**src/rtl/resp_scheduler_if.sv**
```systemverilog
// Handshake bundle between resp_scheduler, its two requesters (command and event
// paths) and the UART response frame builder.
interface resp_scheduler_if;
  logic        cmd_req;
  logic [7:0]  cmd_status;
  logic [7:0]  cmd_code;
  logic [31:0] cmd_addr;
  logic [5:0]  cmd_count;
  logic        cmd_is_read;
  logic        cmd_ack;
  logic        cmd_done;

  logic        evt_req;
  logic [7:0]  evt_status;
  logic [7:0]  evt_code;
  logic        evt_ack;
  logic        evt_done;

  logic [7:0]  fb_status_code;
  logic [7:0]  fb_cmd_echo;
  logic [31:0] fb_addr_echo;
  logic [5:0]  fb_data_count;
  logic        fb_is_read;
  logic        fb_build_response;
  logic        fb_busy;
  logic        fb_complete;

  logic        sched_busy;
  logic        grant_id;
  logic [15:0] frame_count;
  logic        timeout_flag;
  logic        timeout_clr;

  // Scheduler side.
  modport master (
    input  cmd_req, cmd_status, cmd_code, cmd_addr, cmd_count, cmd_is_read,
    input  evt_req, evt_status, evt_code,
    input  fb_busy, fb_complete, timeout_clr,
    output cmd_ack, cmd_done, evt_ack, evt_done,
    output fb_status_code, fb_cmd_echo, fb_addr_echo, fb_data_count, fb_is_read,
    output fb_build_response, sched_busy, grant_id, frame_count, timeout_flag
  );

  // Requester / builder side.
  modport slave (
    output cmd_req, cmd_status, cmd_code, cmd_addr, cmd_count, cmd_is_read,
    output evt_req, evt_status, evt_code,
    output fb_busy, fb_complete, timeout_clr,
    input  cmd_ack, cmd_done, evt_ack, evt_done,
    input  fb_status_code, fb_cmd_echo, fb_addr_echo, fb_data_count, fb_is_read,
    input  fb_build_response, sched_busy, grant_id, frame_count, timeout_flag
  );
endinterface

```
**src/rtl/resp_scheduler.sv**
```systemverilog
// Round-robin scheduler sharing the UART response frame builder between the command
// and event paths. Optional WAIT watchdog enabled by macro RESP_SCHED_TIMEOUT_EN.
//
// state     | meaning
// ----------+---------------------------------------------------------------
// S_IDLE    | no frame in flight; arbitrate when a request is up and builder idle
// S_LAUNCH  | one cycle: fb_* fields valid, build pulse and winner's ack high
// S_WAIT    | fields held, waiting for fb_complete (or watchdog expiry)
// S_RELEASE | one cycle: winner's done pulse, then back to idle
module resp_scheduler #(
  parameter int TIMEOUT_CYCLES = 4096,
  parameter int TO_W           = 13
) (
  input  logic              clk,
  input  logic              rst,
  resp_scheduler_if.master  bus
);

  typedef enum logic [1:0] {S_IDLE, S_LAUNCH, S_WAIT, S_RELEASE} state_t;

  state_t state;
  logic   last_grant;
  logic   any_req;
  logic   winner;

  if ((64'd1 << TO_W) <= 64'(TIMEOUT_CYCLES)) begin : g_to_w_check
    $error("resp_scheduler: TO_W too narrow for TIMEOUT_CYCLES");
  end

  assign any_req = bus.cmd_req | bus.evt_req;
  // On a tie the source that did not win last time gets the builder.
  assign winner  = (bus.cmd_req & bus.evt_req) ? ~last_grant : bus.evt_req;

`ifdef RESP_SCHED_TIMEOUT_EN
  logic [TO_W-1:0] to_cnt;
  logic            to_hit;
  assign to_hit = (to_cnt == TO_W'(TIMEOUT_CYCLES - 1));
`else
  assign bus.timeout_flag = 1'b0;
`endif

  always_ff @(posedge clk) begin
    if (rst) begin
      state                 <= S_IDLE;
      last_grant            <= 1'b1;
      bus.cmd_ack           <= 1'b0;
      bus.cmd_done          <= 1'b0;
      bus.evt_ack           <= 1'b0;
      bus.evt_done          <= 1'b0;
      bus.fb_status_code    <= '0;
      bus.fb_cmd_echo       <= '0;
      bus.fb_addr_echo      <= '0;
      bus.fb_data_count     <= '0;
      bus.fb_is_read        <= 1'b0;
      bus.fb_build_response <= 1'b0;
      bus.sched_busy        <= 1'b0;
      bus.grant_id          <= 1'b0;
      bus.frame_count       <= '0;
`ifdef RESP_SCHED_TIMEOUT_EN
      to_cnt                <= '0;
      bus.timeout_flag      <= 1'b0;
`endif
    end else begin
      bus.cmd_ack           <= 1'b0;
      bus.evt_ack           <= 1'b0;
      bus.cmd_done          <= 1'b0;
      bus.evt_done          <= 1'b0;
      bus.fb_build_response <= 1'b0;

      case (state)
        S_IDLE: begin
          if (any_req && !bus.fb_busy) begin
            state                 <= S_LAUNCH;
            bus.sched_busy        <= 1'b1;
            bus.fb_build_response <= 1'b1;
            bus.grant_id          <= winner;
            last_grant            <= winner;
            if (winner) begin
              // Event frames carry no data payload and no address.
              bus.evt_ack        <= 1'b1;
              bus.fb_status_code <= bus.evt_status;
              bus.fb_cmd_echo    <= bus.evt_code;
              bus.fb_addr_echo   <= '0;
              bus.fb_data_count  <= '0;
              bus.fb_is_read     <= 1'b0;
            end else begin
              bus.cmd_ack        <= 1'b1;
              bus.fb_status_code <= bus.cmd_status;
              bus.fb_cmd_echo    <= bus.cmd_code;
              bus.fb_addr_echo   <= bus.cmd_addr;
              bus.fb_data_count  <= bus.cmd_count;
              bus.fb_is_read     <= bus.cmd_is_read;
            end
          end
        end

        S_LAUNCH: begin
          state <= S_WAIT;
`ifdef RESP_SCHED_TIMEOUT_EN
          to_cnt <= '0;
`endif
        end

        S_WAIT: begin
          if (bus.fb_complete) begin
            state           <= S_RELEASE;
            bus.cmd_done    <= ~bus.grant_id;
            bus.evt_done    <= bus.grant_id;
            bus.frame_count <= bus.frame_count + 16'd1;
          end
`ifdef RESP_SCHED_TIMEOUT_EN
          else if (to_hit) begin
            // Abandoned frame: release the requester but do not count it.
            state            <= S_RELEASE;
            bus.cmd_done     <= ~bus.grant_id;
            bus.evt_done     <= bus.grant_id;
            bus.timeout_flag <= 1'b1;
          end else begin
            to_cnt <= to_cnt + TO_W'(1);
          end
`endif
        end

        S_RELEASE: begin
          state          <= S_IDLE;
          bus.sched_busy <= 1'b0;
        end

        default: begin
          state          <= S_IDLE;
          bus.sched_busy <= 1'b0;
        end
      endcase

`ifdef RESP_SCHED_TIMEOUT_EN
      if (bus.timeout_clr) bus.timeout_flag <= 1'b0;
`endif
    end
  end

endmodule

```
**src/flat_wrapper.sv**
```systemverilog
// flat-port wrapper written by rule: the top's interface ports become plain ports
module resp_scheduler_flat 
#(
  parameter int TIMEOUT_CYCLES = 4096,
  parameter int TO_W           = 13
)
  (clk, rst, bus_cmd_req, bus_cmd_status, bus_cmd_code, bus_cmd_addr, bus_cmd_count, bus_cmd_is_read, bus_evt_req, bus_evt_status, bus_evt_code, bus_fb_busy, bus_fb_complete, bus_timeout_clr, bus_cmd_ack, bus_cmd_done, bus_evt_ack, bus_evt_done, bus_fb_status_code, bus_fb_cmd_echo, bus_fb_addr_echo, bus_fb_data_count, bus_fb_is_read, bus_fb_build_response, bus_sched_busy, bus_grant_id, bus_frame_count, bus_timeout_flag);
  resp_scheduler_if bus_i ();
  input  logic clk;
  input  logic rst;
  input wire logic [$bits(bus_i.cmd_req)-1:0] bus_cmd_req;
  input wire logic [$bits(bus_i.cmd_status)-1:0] bus_cmd_status;
  input wire logic [$bits(bus_i.cmd_code)-1:0] bus_cmd_code;
  input wire logic [$bits(bus_i.cmd_addr)-1:0] bus_cmd_addr;
  input wire logic [$bits(bus_i.cmd_count)-1:0] bus_cmd_count;
  input wire logic [$bits(bus_i.cmd_is_read)-1:0] bus_cmd_is_read;
  input wire logic [$bits(bus_i.evt_req)-1:0] bus_evt_req;
  input wire logic [$bits(bus_i.evt_status)-1:0] bus_evt_status;
  input wire logic [$bits(bus_i.evt_code)-1:0] bus_evt_code;
  input wire logic [$bits(bus_i.fb_busy)-1:0] bus_fb_busy;
  input wire logic [$bits(bus_i.fb_complete)-1:0] bus_fb_complete;
  input wire logic [$bits(bus_i.timeout_clr)-1:0] bus_timeout_clr;
  output wire logic [$bits(bus_i.cmd_ack)-1:0] bus_cmd_ack;
  output wire logic [$bits(bus_i.cmd_done)-1:0] bus_cmd_done;
  output wire logic [$bits(bus_i.evt_ack)-1:0] bus_evt_ack;
  output wire logic [$bits(bus_i.evt_done)-1:0] bus_evt_done;
  output wire logic [$bits(bus_i.fb_status_code)-1:0] bus_fb_status_code;
  output wire logic [$bits(bus_i.fb_cmd_echo)-1:0] bus_fb_cmd_echo;
  output wire logic [$bits(bus_i.fb_addr_echo)-1:0] bus_fb_addr_echo;
  output wire logic [$bits(bus_i.fb_data_count)-1:0] bus_fb_data_count;
  output wire logic [$bits(bus_i.fb_is_read)-1:0] bus_fb_is_read;
  output wire logic [$bits(bus_i.fb_build_response)-1:0] bus_fb_build_response;
  output wire logic [$bits(bus_i.sched_busy)-1:0] bus_sched_busy;
  output wire logic [$bits(bus_i.grant_id)-1:0] bus_grant_id;
  output wire logic [$bits(bus_i.frame_count)-1:0] bus_frame_count;
  output wire logic [$bits(bus_i.timeout_flag)-1:0] bus_timeout_flag;
  assign bus_i.cmd_req = bus_cmd_req;
  assign bus_i.cmd_status = bus_cmd_status;
  assign bus_i.cmd_code = bus_cmd_code;
  assign bus_i.cmd_addr = bus_cmd_addr;
  assign bus_i.cmd_count = bus_cmd_count;
  assign bus_i.cmd_is_read = bus_cmd_is_read;
  assign bus_i.evt_req = bus_evt_req;
  assign bus_i.evt_status = bus_evt_status;
  assign bus_i.evt_code = bus_evt_code;
  assign bus_i.fb_busy = bus_fb_busy;
  assign bus_i.fb_complete = bus_fb_complete;
  assign bus_i.timeout_clr = bus_timeout_clr;
  assign bus_cmd_ack = bus_i.cmd_ack;
  assign bus_cmd_done = bus_i.cmd_done;
  assign bus_evt_ack = bus_i.evt_ack;
  assign bus_evt_done = bus_i.evt_done;
  assign bus_fb_status_code = bus_i.fb_status_code;
  assign bus_fb_cmd_echo = bus_i.fb_cmd_echo;
  assign bus_fb_addr_echo = bus_i.fb_addr_echo;
  assign bus_fb_data_count = bus_i.fb_data_count;
  assign bus_fb_is_read = bus_i.fb_is_read;
  assign bus_fb_build_response = bus_i.fb_build_response;
  assign bus_sched_busy = bus_i.sched_busy;
  assign bus_grant_id = bus_i.grant_id;
  assign bus_frame_count = bus_i.frame_count;
  assign bus_timeout_flag = bus_i.timeout_flag;
  resp_scheduler #(.TIMEOUT_CYCLES(TIMEOUT_CYCLES), .TO_W(TO_W)) u_core (.clk(clk), .rst(rst), .bus(bus_i));
endmodule
```
**config.mk**
```make
export PLATFORM = sky130hd
export DESIGN_NAME = resp_scheduler_flat
export DESIGN_NICKNAME = d
export VERILOG_FILES = /design/src/rtl/resp_scheduler_if.sv /design/src/rtl/resp_scheduler.sv /design/src/flat_wrapper.sv
export SDC_FILE = /design/constraint.sdc
export NUM_CORES = 1
export LEC_CHECK = 0
export BUFFER_PORTS_ARGS = -buffer_cell sky130_fd_sc_hd__buf_2
export CORE_ASPECT_RATIO = 2
export CORE_MARGIN = 2
export CORE_UTILIZATION = 48
export DETAILED_ROUTE_END_ITERATION = 16
export PLACE_DENSITY = 0.85
export RECOVER_POWER = 50
export SLEW_MARGIN = 20
export SYNTH_ARGS = -nofsm -noshare
export SYNTH_HDL_FRONTEND = slang
export SYNTH_SLANG_ARGS = --single-unit
```
**constraint.sdc**
```tcl
create_clock -name clk -period 4.3 [get_ports clk]
set_clock_uncertainty 0.15 [all_clocks]
set_input_delay 0.43 -clock clk [delete_from_list [all_inputs] [get_ports clk]]
set_output_delay 0.43 -clock clk [all_outputs]
set_load 0.02 [all_outputs]
```
==> metrics.md <==
| Metric | Value |
|---|---|
| Leak pwr | `1.71 nW` |
| Largest net degree at the start of global routing | `42` |
| Worst Max-Slew Pin Slew | `0.730 ns` |
| Drc violations | `0` |
| CTS Sinks | `81` |
| Final ANT Viol Nets | `0` |
| Clock buffer depth | `2` |
| Initial antenna violation count | `0` |
| Num CTS Buffers | `9` |
| Cts hold-fix bufs | `0` |
| Data arrival time of the worst path | `2.20 ns` |
| Share of power burned in registers | `41.9%` |
| Area fraction of the dominant cell type after synthesis | `53.5%` |
| Crit. End Element | `flip-flop` |
| Worst skew pair latency | `0.33 ns` |
| Gp weighted congestion | `0.759` |
| TritonCTS clock tree | `built` |
| Post-DP HPWL | `4950 um` |
| Worst-path maximum fanout | `8` |
| Internal power | `0.00152 W` |
| Mapped Nets | `368` |
| Vias | `2,658` |
| Syn Inst Count | `286` |
| Tmin final | `2.14 ns` |
| Vias in the first global route | `2,426` |
| H-tree levels | `3` |
| Worst Path Required | `4.36 ns` |
| Clock power frac | `34.4%` |
| Unrepaired setup endpoints after global routing | `no` |
| Total die area | `7010 um2` |
| DRT Wirelength | `6870 um` |
| First-pass GRT wire length | `10,400 um` |
| Final number of setup-violating endpoints | `0` |
| Clk slew on worst S/H paths | `0.06 ns` |
| Overflow after GRT | `0` |
| Worst setup SP type | `flip-flop` |
| I/O Buffers | `154` |
| Row count | `41` |
| Fin Setup TNS | `0 ns` |
| Hold Path Class | `input pin to flip-flop` |
| Final Net Count | `518` |
| Placed inst area | `3870 um2` |
| Hold-critical path depth | `2` |
| Post-synth cell types | `38` |
| DRT iter0 DRCs | `170` |
| Fmax achieved | `468 MHz` |
| N_diodes | `0` |
| Post-synth top area cell | `dfxtp_1` |
| Die width | `60.2 um` |
| Power Dens Cells | `533 nW/um2` |
| Routed len/inst | `13.1 um` |
| Die boundary height | `116 um` |
| Max VDD drop | `0.000339 V` |
| Share of cells above drive strength 1 | `25.0%` |
| Slew Limit Fails | `0` |
| P_sw | `0.000660 W` |
| Vias per cell | `5.05` |
| Starting density of the core | `48.9%` |
| Post-synthesis sequential area ratio | `53.5%` |
| Status | `complete, no violations` |
| Post-CTS sizing | `0` |
| Slew HR | `51.2%` |
| Post-synthesis cell area | `3030 um2` |
| Root buf cell | `clkbuf_16` |
| Drt first pass iters | `4` |
| Final Hold Viols | `0` |
| Synth Register Bits | `81` |
| Area contributors post-synth | `dfxtp_1 53%, a22o_1 11%, mux2i_1 5.9%` |
| Final instance area | `4090 um2` |
| Logic pwr share | `23.7%` |
| Sw frac | `30.3%` |
| Area Overhead vs Synth | `34.7%` |
| R2r worst-path depth | `6` |
| Core area | `6210 um2` |
| Synth warn | `0` |
| Max cap viols | `0` |
| Overall power | `0.00218 W` |
| Top Ports | `157` |
| Syn avg cell area | `10.6 um2` |
| Post-CTS Setup Inserts | `0` |
| Period utilization | `49.7%` |
| GRT Resource Usage Total | `19.6%` |
| Critical path type | `flip-flop to flip-flop` |
-- flip-flops by register name (all words and copies together), names as in the netlist --
name	cells
u_core.bus.fb_cmd_echo	8
u_core.bus.cmd_done	1
u_core.bus.fb_is_read	1
u_core.state	2
u_core.last_grant	1
u_core.bus.fb_data_count	6
u_core.bus.frame_count	16
u_core.bus.fb_addr_echo	32
u_core.bus.evt_done	1
u_core.bus.fb_build_response	1
u_core.bus.fb_status_code	8
u_core.bus.grant_id	1
u_core.bus.sched_busy	1
u_core.bus.evt_ack	1
u_core.bus.cmd_ack	1
-- kinds of logic (layout without fill, tap and decap cells) --
group | after synthesis | count (layout) | share of synthesized area, %
XOR/XNOR | 10 | 10 | 2.89
flip-flops | 81 | 81 | 53.5
AND/OR/NAND/NOR | 77 | 77 | 13.1
other | 1 | 1 | 0.124
AO/OA/AOI/OAI | 65 | 65 | 17.5
multiplexers | 22 | 22 | 7.43
adder cells (fa/ha/maj) | 4 | 4 | 1.65
buffers and inverters | 26 | 180 | 3.84
-- per-layer routing --
metal	track usage (%)	wire (um)	up-vias	share of wire, %
met5	0	0	-	0
met4	8.44	120	0	1.7
met3	6.53	623	9	9.1
met2	32.8	3250	119	47
met1	22.0	2870	1205	42
li1	-	-	1325	-
-- worst max-delay path: stages (launching register included) --
cell and delay, ns:
dfxtp_1 0.33, inv_1 0.08, ha_1 0.34, nand3_4 0.14, nor4_4 0.40, nor3b_2 0.24, mux2_1 0.34
-- placed cells by master, fill, tap and decap left out, types with 4 or more instances in the layout --
master / synthesis / final
a211oi_1: 16 / 16
a21oi_1: 5 / 5
a22o_1: 39 / 39
buf_2: 6 / 81
buf_4: 3 / 4
clkbuf_1: 9 / 75
clkbuf_16: 0 / 9
dfxtp_1: 81 / 81
ha_1: 4 / 4
inv_1: 7 / 7
mux2i_1: 18 / 18
nand2_1: 7 / 7
nand3_1: 6 / 6
nor2_1: 38 / 36
nor2b_1: 4 / 4
nor3_1: 6 / 6
xnor2_1: 6 / 6
xor2_1: 4 / 4
-- area by class of cell --
cell class | count | area [um2]
Inverter | 7 | 26.3
Clock buffer | 13 | 260
Multi-Input combinational cell | 179 | 1320
Tap cell | 86 | 108
Clock inverter | 2 | 37.5
Sequential cell | 81 | 1620
Fill cell | 566 | 2120
Timing Repair Buffer | 158 | 709
-- cells in the mapped netlist (all sizes together) --
master	instances
a2111oi	1
a211oi	16
a21bo	1
a21boi	1
a21oi	5
a22o	39
and2	1
and3	1
and4	1
buf	10
clkbuf	9
conb	1
dfxtp	81
ha	4
inv	7
mux2	4
mux2i	18
nand2	7
nand2b	1
nand3	7
nand4	3
nor2	38
nor2b	4
nor3	6
nor3b	2
nor4	4
o21ai	1
o21bai	1
or3	2
xnor2	6
xor2	4
-- worst paths after layout --
kind | from | end | slack [ns]
max | u_core.state[0] | u_core.bus.frame_count[15] | 2.16
min reg2reg | u_core.bus.fb_data_count[5] | u_core.bus.fb_data_count[5] | 0.32
max reg2reg | u_core.state[0] | u_core.bus.frame_count[15] | 2.16
min | bus_cmd_addr[10] | u_core.bus.fb_addr_echo[10] | 0.17
-- per-stage QoR --
step	worst slack [ns]	hold WS, ns	instances	util (%)
final	2.16	0.167	526	65.8
after global routing	2.00	0.169	526	65.8
after CTS	2.15	0.163	526	67.2
after detailed placement	2.07	0.303	511	62.4
after global placement	2.11	0.302	511	62.4
after floorplan	2.36	0.316	286	-
-- power groups by stage --
stage | Clock, W | Combinational, W | Sequential, W
final | 0.000749 | 0.000516 | 0.000912
after global routing | 0.000791 | 0.000570 | 0.000924
after CTS | 0.000759 | 0.000546 | 0.000909
after detailed placement | 0 | 0.000546 | 0.000921
after global placement | 0 | 0.000534 | 0.000919
after floorplan | 0 | 0.000256 | 0.00103
No activity file was read; power rests on OpenSTA's default activity.
